## src/rtl/scm_map_if.sv

```systemverilog
// scm_map_if: bundles the serial bit handshake and the mapped I/Q sample
// stream of scm_map. The master side feeds bits and watches the samples;
// the slave side is the mapper itself.
interface scm_map_if;
   logic               di;
   logic               di_vld;
   logic               di_rdy;
   logic signed [11:0] do_re;
   logic signed [11:0] do_im;
   logic               do_vld;
   logic               busy;

   modport master (
      output di,
      output di_vld,
      input  di_rdy,
      input  do_re,
      input  do_im,
      input  do_vld,
      input  busy
   );

   modport slave (
      input  di,
      input  di_vld,
      output di_rdy,
      output do_re,
      output do_im,
      output do_vld,
      output busy
   );
endinterface

```

## src/rtl/scm_map.sv

```systemverilog
// scm_map: signal constellation mapper for the transmit signal segment.
// Collects FRAME_BITS = 960/REP serial bits, then emits one gap-free
// 512-sample frame: 16 zero guard samples, 480 QPSK samples built from the
// REP-times repeated bit stream (bit 0 -> +AMP, bit 1 -> -AMP), 16 zero
// guard samples.
// Optional build macro SCM_SCRAMBLE_EN: XORs each coded bit with a 7-bit
// LFSR (x^7+x^4+1, seed 7'h7F at frame start) before mapping.
module scm_map #(
   parameter int REP = 4,
   parameter int AMP = 724
) (
   input logic      clk,
   input logic      rst_n,
   scm_map_if.slave bus
);

   localparam int DATA_W     = 12;
   localparam int FRAME_BITS = 960 / REP;
   localparam int CNT_W      = $clog2(FRAME_BITS);
   localparam int REP_SH     = $clog2(REP);

   localparam logic [8:0]        LAST_IDX   = 9'd511;
   localparam logic [8:0]        FIRST_DATA = 9'd16;
   localparam logic [8:0]        FIRST_POST = 9'd496;
   localparam logic [CNT_W-1:0]  LAST_BIT   = CNT_W'(FRAME_BITS - 1);
   localparam logic signed [DATA_W-1:0] AMP_S = DATA_W'(AMP);

   typedef enum logic [1:0] {
      LOAD = 2'd0,
      PRE  = 2'd1,
      DATA = 2'd2,
      POST = 2'd3
   } state_t;

   // Coded bit 0 maps to +AMP, coded bit 1 to the two's complement -AMP.
   function automatic logic signed [DATA_W-1:0] map_bit(input logic b);
      return b ? -AMP_S : AMP_S;
   endfunction

   // Frame region that a given sample index falls into.
   function automatic state_t region(input logic [8:0] i);
      if (i < FIRST_DATA) begin
         return PRE;
      end else if (i < FIRST_POST) begin
         return DATA;
      end else begin
         return POST;
      end
   endfunction

   // Buffer position of coded bit k: each stored bit is repeated REP times.
   function automatic logic [CNT_W-1:0] buf_pos(input logic [9:0] k);
      return CNT_W'(k >> REP_SH);
   endfunction

   state_t                   state;
   state_t                   state_nxt;
   logic [8:0]               idx;
   logic [8:0]               idx_nxt;
   logic [CNT_W-1:0]         bit_cnt;
   logic [CNT_W-1:0]         bit_cnt_nxt;
   logic [FRAME_BITS-1:0]    frame_q;
   logic                     take;
   logic                     rdy_q;
   logic                     vld_q;
   logic signed [DATA_W-1:0] re_q;
   logic signed [DATA_W-1:0] im_q;
   logic signed [DATA_W-1:0] re_nxt;
   logic signed [DATA_W-1:0] im_nxt;
   logic [8:0]               sym_nxt;
   logic [9:0]               k_i;
   logic [9:0]               k_q;
   logic                     b_i;
   logic                     b_q;
   logic                     map_i;
   logic                     map_q;

   assign take = bus.di_vld & rdy_q;

   // State, sample index and bit counter registers.
   always_ff @(posedge clk or negedge rst_n) begin
      if (!rst_n) begin
         state   <= LOAD;
         idx     <= '0;
         bit_cnt <= '0;
      end else begin
         state   <= state_nxt;
         idx     <= idx_nxt;
         bit_cnt <= bit_cnt_nxt;
      end
   end

   // Next state: fill the buffer in LOAD, then walk the 512 sample indices.
   always_comb begin
      state_nxt   = state;
      idx_nxt     = idx;
      bit_cnt_nxt = bit_cnt;
      case (state)
         LOAD: begin
            if (take) begin
               if (bit_cnt == LAST_BIT) begin
                  state_nxt   = PRE;
                  idx_nxt     = '0;
                  bit_cnt_nxt = '0;
               end else begin
                  bit_cnt_nxt = bit_cnt + 1'b1;
               end
            end
         end
         default: begin
            if (idx == LAST_IDX) begin
               state_nxt = LOAD;
               idx_nxt   = '0;
            end else begin
               idx_nxt   = idx + 1'b1;
               state_nxt = region(idx + 1'b1);
            end
         end
      endcase
   end

   // Frame buffer: one stored bit per accepted handshake.
   always_ff @(posedge clk or negedge rst_n) begin
      if (!rst_n) begin
         frame_q <= '0;
      end else if (take) begin
         frame_q[bit_cnt] <= bus.di;
      end
   end

   // Coded bits for the sample that is about to be registered: I takes
   // c[2j], Q takes c[2j+1].
   assign sym_nxt = idx_nxt - FIRST_DATA;
   assign k_i     = {sym_nxt, 1'b0};
   assign k_q     = {sym_nxt, 1'b1};
   assign b_i     = frame_q[buf_pos(k_i)];
   assign b_q     = frame_q[buf_pos(k_q)];

`ifdef SCM_SCRAMBLE_EN
   logic [6:0] lfsr;
   logic [6:0] lfsr_mid;
   logic [6:0] lfsr_nxt;
   logic       s_i;
   logic       s_q;

   // Two LFSR steps per sample, the first one scrambling I, the second Q.
   always_comb begin
      s_i      = lfsr[6] ^ lfsr[3];
      lfsr_mid = {lfsr[5:0], s_i};
      s_q      = lfsr_mid[6] ^ lfsr_mid[3];
      lfsr_nxt = {lfsr_mid[5:0], s_q};
   end

   // Reseed at frame start, advance only while DATA samples are produced.
   always_ff @(posedge clk or negedge rst_n) begin
      if (!rst_n) begin
         lfsr <= 7'h7F;
      end else if (state == LOAD && state_nxt == PRE) begin
         lfsr <= 7'h7F;
      end else if (state_nxt == DATA) begin
         lfsr <= lfsr_nxt;
      end
   end

   assign map_i = b_i ^ s_i;
   assign map_q = b_q ^ s_q;
`else
   assign map_i = b_i;
   assign map_q = b_q;
`endif

   // Guard samples are zero; only DATA samples carry mapped values.
   always_comb begin
      re_nxt = '0;
      im_nxt = '0;
      if (state_nxt == DATA) begin
         re_nxt = map_bit(map_i);
         im_nxt = map_bit(map_q);
      end
   end

   // Output registers follow the next state so sample 0 appears right
   // after the final bit handshake and di_rdy drops on the same edge.
   always_ff @(posedge clk or negedge rst_n) begin
      if (!rst_n) begin
         rdy_q <= 1'b0;
         vld_q <= 1'b0;
         re_q  <= '0;
         im_q  <= '0;
      end else begin
         rdy_q <= (state_nxt == LOAD);
         vld_q <= (state_nxt != LOAD);
         re_q  <= re_nxt;
         im_q  <= im_nxt;
      end
   end

   assign bus.di_rdy = rdy_q;
   assign bus.do_vld = vld_q;
   assign bus.do_re  = re_q;
   assign bus.do_im  = im_q;
   assign bus.busy   = (state != LOAD);

endmodule

```

## src/flat_wrapper.sv

```systemverilog
// flat-port wrapper written by rule: the top's interface ports become plain ports
module scm_map_flat 
#(
   parameter int REP = 4,
   parameter int AMP = 724
)
  (clk, rst_n, bus_di, bus_di_vld, bus_di_rdy, bus_do_re, bus_do_im, bus_do_vld, bus_busy);
  scm_map_if bus_i ();
  input logic clk;
  input logic rst_n;
  input wire logic [$bits(bus_i.di)-1:0] bus_di;
  input wire logic [$bits(bus_i.di_vld)-1:0] bus_di_vld;
  output wire logic [$bits(bus_i.di_rdy)-1:0] bus_di_rdy;
  output wire logic [$bits(bus_i.do_re)-1:0] bus_do_re;
  output wire logic [$bits(bus_i.do_im)-1:0] bus_do_im;
  output wire logic [$bits(bus_i.do_vld)-1:0] bus_do_vld;
  output wire logic [$bits(bus_i.busy)-1:0] bus_busy;
  assign bus_i.di = bus_di;
  assign bus_i.di_vld = bus_di_vld;
  assign bus_di_rdy = bus_i.di_rdy;
  assign bus_do_re = bus_i.do_re;
  assign bus_do_im = bus_i.do_im;
  assign bus_do_vld = bus_i.do_vld;
  assign bus_busy = bus_i.busy;
  scm_map #(.REP(REP), .AMP(AMP)) u_core (.clk(clk), .rst_n(rst_n), .bus(bus_i));
endmodule
```

## config.mk

```make
export PLATFORM = sky130hd
export DESIGN_NAME = scm_map_flat
export DESIGN_NICKNAME = d
export VERILOG_FILES = /design/src/rtl/scm_map_if.sv /design/src/rtl/scm_map.sv /design/src/flat_wrapper.sv
export SDC_FILE = /design/constraint.sdc
export NUM_CORES = 1
export LEC_CHECK = 0
export ABC_AREA = 1
export CAP_MARGIN = 5
export CORE_ASPECT_RATIO = 1.75
export CORE_MARGIN = 3
export CORE_UTILIZATION = 57
export DETAILED_ROUTE_END_ITERATION = 12
export PLACE_DENSITY = 0.74
export REMOVE_ABC_BUFFERS = 1
export SLEW_MARGIN = 30
export SYNTH_ARGS = -nofsm -noshare
export SYNTH_HDL_FRONTEND = slang
export SYNTH_SLANG_ARGS = --single-unit
```

## constraint.sdc

```tcl
create_clock -name clk -period 9.2 [get_ports clk]
set_input_delay 1.84 -clock clk [delete_from_list [all_inputs] [get_ports clk]]
set_output_delay 1.84 -clock clk [all_outputs]
set_load 0.005 [all_outputs]
```

# --- Yosys cells after proc, flatten, opt, wreduce, memory -nomap -nowiden ---
# Index checks and enable logic that the tools add are counted.
totals:
  output_inout_bits: 27
  register_bits: 273
  elab_cells: 43
classes:
  order_cmp: 5
  n_addsub: 3
  n_mux: 18
  n_eq_ne: 3
  n_bitwise: 1
  n_reduce_logical: 6
ops:
  columns: ["op", "count"]
  rows:
  - ["$bwmux W240", 1]
  - ["$mux W9", 4]
  - ["$mux W12", 2]
  - ["$lt A8 B9 Y1 const B", 2]
  - ["$mux W2", 5]
  - ["$add A9 B1 Y9 const B", 1]
  - ["$eq A9 B9 Y1 const B", 1]
  - ["$lt A9 B5 Y1 const B", 1]
  - ["$lt A9 B9 Y1 const B", 1]
  - ["$sub A9 B5 Y9 const B", 1]
  - ["$add A8 B1 Y8 const B", 1]
  - ["$bmux W1 S8", 1]
  - ["$demux W1 S8", 1]
  - ["$eq A8 B8 Y1 const B", 1]
  - ["$ge A8 B1 Y1 const B", 1]
  - ["$mux W8", 1]
  - ["$logic_not A2 Y1", 2]
  - ["$reduce_bool A2 Y1", 2]
  - ["$mux W1", 3]
  - ["$eq A2 B2 Y1 const B", 1]
  - ["$reduce_and A2 Y1", 1]
  - ["$and A1 B1 Y1", 1]
  - ["$logic_and A1 B1 Y1", 1]

# --- Depth between registers and ports, before layout ---
depth:
  word_depth: 9
  depth_mapped: 22
  mapped_depth_nobuf: 21

# --- Least setup slack after synthesis ---
# OpenSTA, ideal clock, no wires.
synth_path:
  path_kind: "input -> register"
  startpoint: "in bus_di_vld"
  endpoint: "reg u_core.re_q[9] (netlist: u_core.bus.do_re[9])"
  t_arrival_ns: 3.840
  stages: 16
  path_slack_ns: 5.246
  t_required_ns: 9.085
  n_path_buf: 1
  path_cell_list: "nand2_1 nor2_1 nand2_4 nand2_4 o22ai_2 inv_2 buf_2 ha_1 inv_1 nor2_1 a21boi_1 nor2_1 nand2_1 nand3_1 nand2_1 nor2_1"
synth_via:
  elab_chain_cells: 8
synth_lines:
  columns: ["element", "line_no", "source"]
  rows:
  - ["start: declaration", "flat_wrapper.sv:12", "input wire logic [$bits(bus_i.di_vld)-1:0] bus_di_vld;"]
  - ["$and A1 B1 Y1 *", "scm_map.sv:78", "assign take = bus.di_vld & rdy_q;"]
  - ["$mux W9", "scm_map.sv:100", "if (take) begin"]
  - ["$mux W9", "scm_map.sv:98", "case (state)"]
  - ["$sub A9 B5 Y9", "scm_map.sv:133", "assign sym_nxt = idx_nxt - FIRST_DATA;"]
  - ["$bmux W1 S8", "scm_map.sv:136", "assign b_i = frame_q[buf_pos(k_i)];"]
  - ["$mux W1 (implied by the code)", "scm_map.sv:136", null]
  - ["$mux W12", "scm_map.sv:37", "return b ? -AMP_S : AMP_S;"]
  - ["$mux W12 *", "scm_map.sv:176", "if (state_nxt == DATA) begin"]
  - ["end signal: assignment", "scm_map.sv:193", "re_q <= re_nxt;"]
  - ["end: declaration", "scm_map.sv:66", "logic signed [DATA_W-1:0] re_q;"]
# Mark *: on every way between the ends. The rest lies on a longest branch, timed or not. The select of a mux whose other input is x is not followed.
# A chain may end at the register's enable or synchronous reset.

# --- Worst setup path in the final report ---
# Ends and elaborated chain as after synthesis.

==> flow_summary.json <==
{
  "clk_latency_ps": 530,
  "use_met1_pct": 37.8,
  "viasPerCell": 6.00,
  "routedWlPerCell_um": 19.4,
  "critical_path_arrival_ps": 5350,
  "place_congestion": 0.922,
  "gr-total-overflow": 0,
  "grt_pass1_wl_um": 66700,
  "dp_cells": 2110,
  "num_vias": 12900,
  "syn_area_sq_um": 14400,
  "instances_no_fill": 2154,
  "p_sw_uw": 477,
  "yosysTopAreaCell": "dfrtp_1",
  "synth-main-ff-cell": "dfrtp_1",
  "finClkSkew_ps": 7.46,
  "mostFrequentLayoutCell": "nand2_1",
  "hold_viol": 0,
  "cts_resized": 0,
  "ys_seq_elements": 264,
  "drv_slew": 0,
  "crit_end": "u_core.bus.do_re[9]$_DFF_PN0_",
  "nets": 1837,
  "routed_wl_um": 41700,
  "clk_pin_slew_ps": 60,
  "num_io_pins": 31,
  "layout-drive-gt1-share_pct": 5.92,
  "grt_antenna_before_repair": 0,
  "setup_tns_ps": 0,
  "r2r_cells": 22,
  "post-route-period-util_pct": 53.5,
  "start_kind": "input pin",
  "worstSetupPathType": "in2reg",
  "cts_root_buffer": "clkbuf_16",
  "clockBufferDepth": 3,
  "use_met2_pct": 51.3,
  "fmax_ghz": 0.203,
  "grt_max_degree": 151,
  "synth-edff-count": 0,
  "avgSynthCellArea_sq_um": 7.65,
  "startpoint": "bus_di_vld",
  "synthArstFlopShare_pct": 100,
  "cts_tree": "yes",
  "first_global_vias": 12600,
  "synth_cells": 1886,
  "p_sw_share_pct": 21.4,
  "ant_nets": 0,
  "tightest_slew_ps": 997,
  "num_rows": 76,
  "finalSetupViolations": 0,
  "dp_hpwl_um": 24700,
  "r2r_start": "u_core.idx[1]$_DFF_PN0_",
  "crit_required_ps": 9620,
  "port_buffers": 26,
  "vdd_drop_max_uv": 129,
  "rrSetupSlack_ps": 4810,
  "rsz0062_at_grt": "false",
  "cts_buffers": 25,
  "synth_seq_area_share_pct": 45.8,
  "die_height_um": 216,
  "seqPwrFrac_pct": 52.0,
  "cts-hold-fix-buffers": 0,
  "grt.total_usage_pct": 30.5,
  "outcome": "finished clean",
  "cp-end-kind": "register",
  "drtIter0Drc": 1294,
  "critPathMaxFanout": 19,
  "start_util_pct": 58.4,
  "syn2layout_area_growth_pct": 7.56,
  "ys_top_cells_by_area": "dfrtp_1, nand2_1, nand3_1",
  "yosysTopAreaCellShare_pct": 45.8,
  "grt.met3_usage_pct": 3.67,
  "grt.busiest_layer": "met2",
  "p_comb_share_pct": 2.1,
  "relSlewSlack_pct": 33.3,
  "fp.dieW_um": 126,
  "ys.warnings.count": 0,
  "pwr-share-clk_pct": 46.0,
  "min_path_type": "reg2reg",
  "fillers": 2138,
  "final_cell_mix": "nand2_1, dfrtp_1, inv_1, nand3_1, a21oi_1",
  "antenna_cells": 0,
  "power_density_nw_per_um2": 144,
  "multiInputGateArea_sq_um": 6200,
  "drc": 0,
  "p_leak_nw": 7.65,
  "period_needed_ps": 4930,
  "dr.pass1.iters": 6,
  "seqCellArea_sq_um": 6610,
  "htree_levels": 1,
  "post-cts-setup-buffer-count": 0,
  "maxCapViolations": 0,
  "synth_cell_types": 40,
  "core_area_sq_um": 24700,
  "die_area_sq_um": 27300,
  "p_int_mw": 1.76,
  "cts.sinks": 264,
  "r2r_end": "u_core.bus.do_re[9]$_DFF_PN0_"
}
worst min-delay path by stage:
| stage | cells after the start | to | startpoint | slack, ps |
|---|---|---|---|---|
| CTS | 2 | u_core.frame_q[168]$_DFFE_PN0P_ | u_core.frame_q[168]$_DFFE_PN0P_ | 480 |
| finish | 2 | u_core.frame_q[168]$_DFFE_PN0P_ | u_core.frame_q[168]$_DFFE_PN0P_ | 480 |
| detailed placement | 2 | u_core.frame_q[168]$_DFFE_PN0P_ | u_core.frame_q[168]$_DFFE_PN0P_ | 470 |
| global placement | 2 | u_core.frame_q[164]$_DFFE_PN0P_ | u_core.frame_q[164]$_DFFE_PN0P_ | 460 |
| global route | 2 | u_core.frame_q[218]$_DFFE_PN0P_ | u_core.frame_q[218]$_DFFE_PN0P_ | 500 |
| floorplan | 2 | u_core.frame_q[104]$_DFFE_PN0P_ | u_core.frame_q[104]$_DFFE_PN0P_ | 440 |
area by class of cell:
class	count	area share [%]
Tap cell	312	2.52
Sequential cell	264	42.6
Clock buffer	40	4.91
Multi-Input combinational cell	1220	39.9
Timing Repair Buffer	64	3.75
Clock inverter	3	0.258
Inverter	251	6.09
routing by layer:
metal	wire (um)	part of all wire (%)
met1	16000	38
met2	20000	48
met3	3200	7.7
met4	2570	6.2
met5	0	0
Yosys cell counts, types with 3 or more instances:
| library cell | number |
|---|---|
| inv_2 | 4 |
| a21oi_1 | 156 |
| dfrtp_1 | 264 |
| nand4_1 | 3 |
| clkinv_1 | 5 |
| nand2_2 | 4 |
| o21ai_1 | 3 |
| a31oi_1 | 111 |
| clkbuf_1 | 81 |
| buf_6 | 3 |
| buf_2 | 31 |
| nand3b_1 | 52 |
| nor2_1 | 126 |
| nand2_1 | 399 |
| o211ai_1 | 10 |
| ha_1 | 7 |
| inv_1 | 242 |
| buf_4 | 29 |
| mux2i_1 | 47 |
| nor3_1 | 5 |
| o21ai_0 | 67 |
| nand2_4 | 4 |
| buf_1 | 10 |
| nand3_1 | 202 |
kinds of logic (layout without fill, tap and decap cells):
| group | Yosys count | in the layout | synth area share, % |
|---|---|---|---|
| xor gates and xnor gates | 4 | 4 | 0.243 |
| other | 1 | 4 | 0.0260 |
| adders and majority gates | 7 | 7 | 0.607 |
| buffers and inverters | 405 | 358 | 11.7 |
| DFF | 264 | 264 | 45.8 |
| and+or+nand+nor | 803 | 803 | 24.7 |
| muxes | 47 | 47 | 3.26 |
| AOI/OAI and AO/OA | 355 | 355 | 13.7 |
metrics by stage:
| step | util, % | hold slack [ps] | area (sq um) | power (mW) | setup WS [ps] |
|---|---|---|---|---|---|
| floorplan | - | 445 | 13700 | 1.19 | 4440 |
| global placement | 59.3 | 457 | 14700 | 1.23 | 3720 |
| detailed placement | 59.3 | 467 | 14700 | 1.23 | 3690 |
| CTS | 62.6 | 482 | 15500 | 2.25 | 4180 |
| global route | 62.8 | 498 | 15500 | 2.30 | 3950 |
| finish | 62.8 | 481 | 15500 | 2.23 | 4270 |
power groups by stage:
stage                     logic, mW  clock network [mW]  registers [mW]
after floorplan             0.00837                   0            1.18
after global placement       0.0453                   0            1.18
after detailed placement     0.0455                   0            1.18
after CTS                    0.0455                1.04            1.16
after global routing         0.0517                1.08            1.16
final                        0.0460                1.03            1.16
worst max-delay path: stages:
cell	delay (ps)
clkdlybuf4s50_1	450
nand2_1	90
nor2_1	680
nand2_4	200
nand2_4	160
o22ai_2	70
buf_4	240
inv_2	330
ha_1	250
nand3b_1	110
nand2_1	140
nor2_1	240
a21boi_1	200
nor2_1	60
nand2_1	60
nand3_1	90
nand2_1	70
nor2_1	40
sequential cells by signal, indices dropped and copies added (netlist names):
| register | cells |
|---|---|
| u_core.frame_q | 240 |
| u_core.idx | 9 |
| u_core.bit_cnt | 8 |
| u_core.bus.do_re | 3 |
| u_core.state | 2 |
| u_core.bus.di_rdy | 1 |
| u_core.bus.do_vld | 1 |
(Power assumes the default switching activity.)
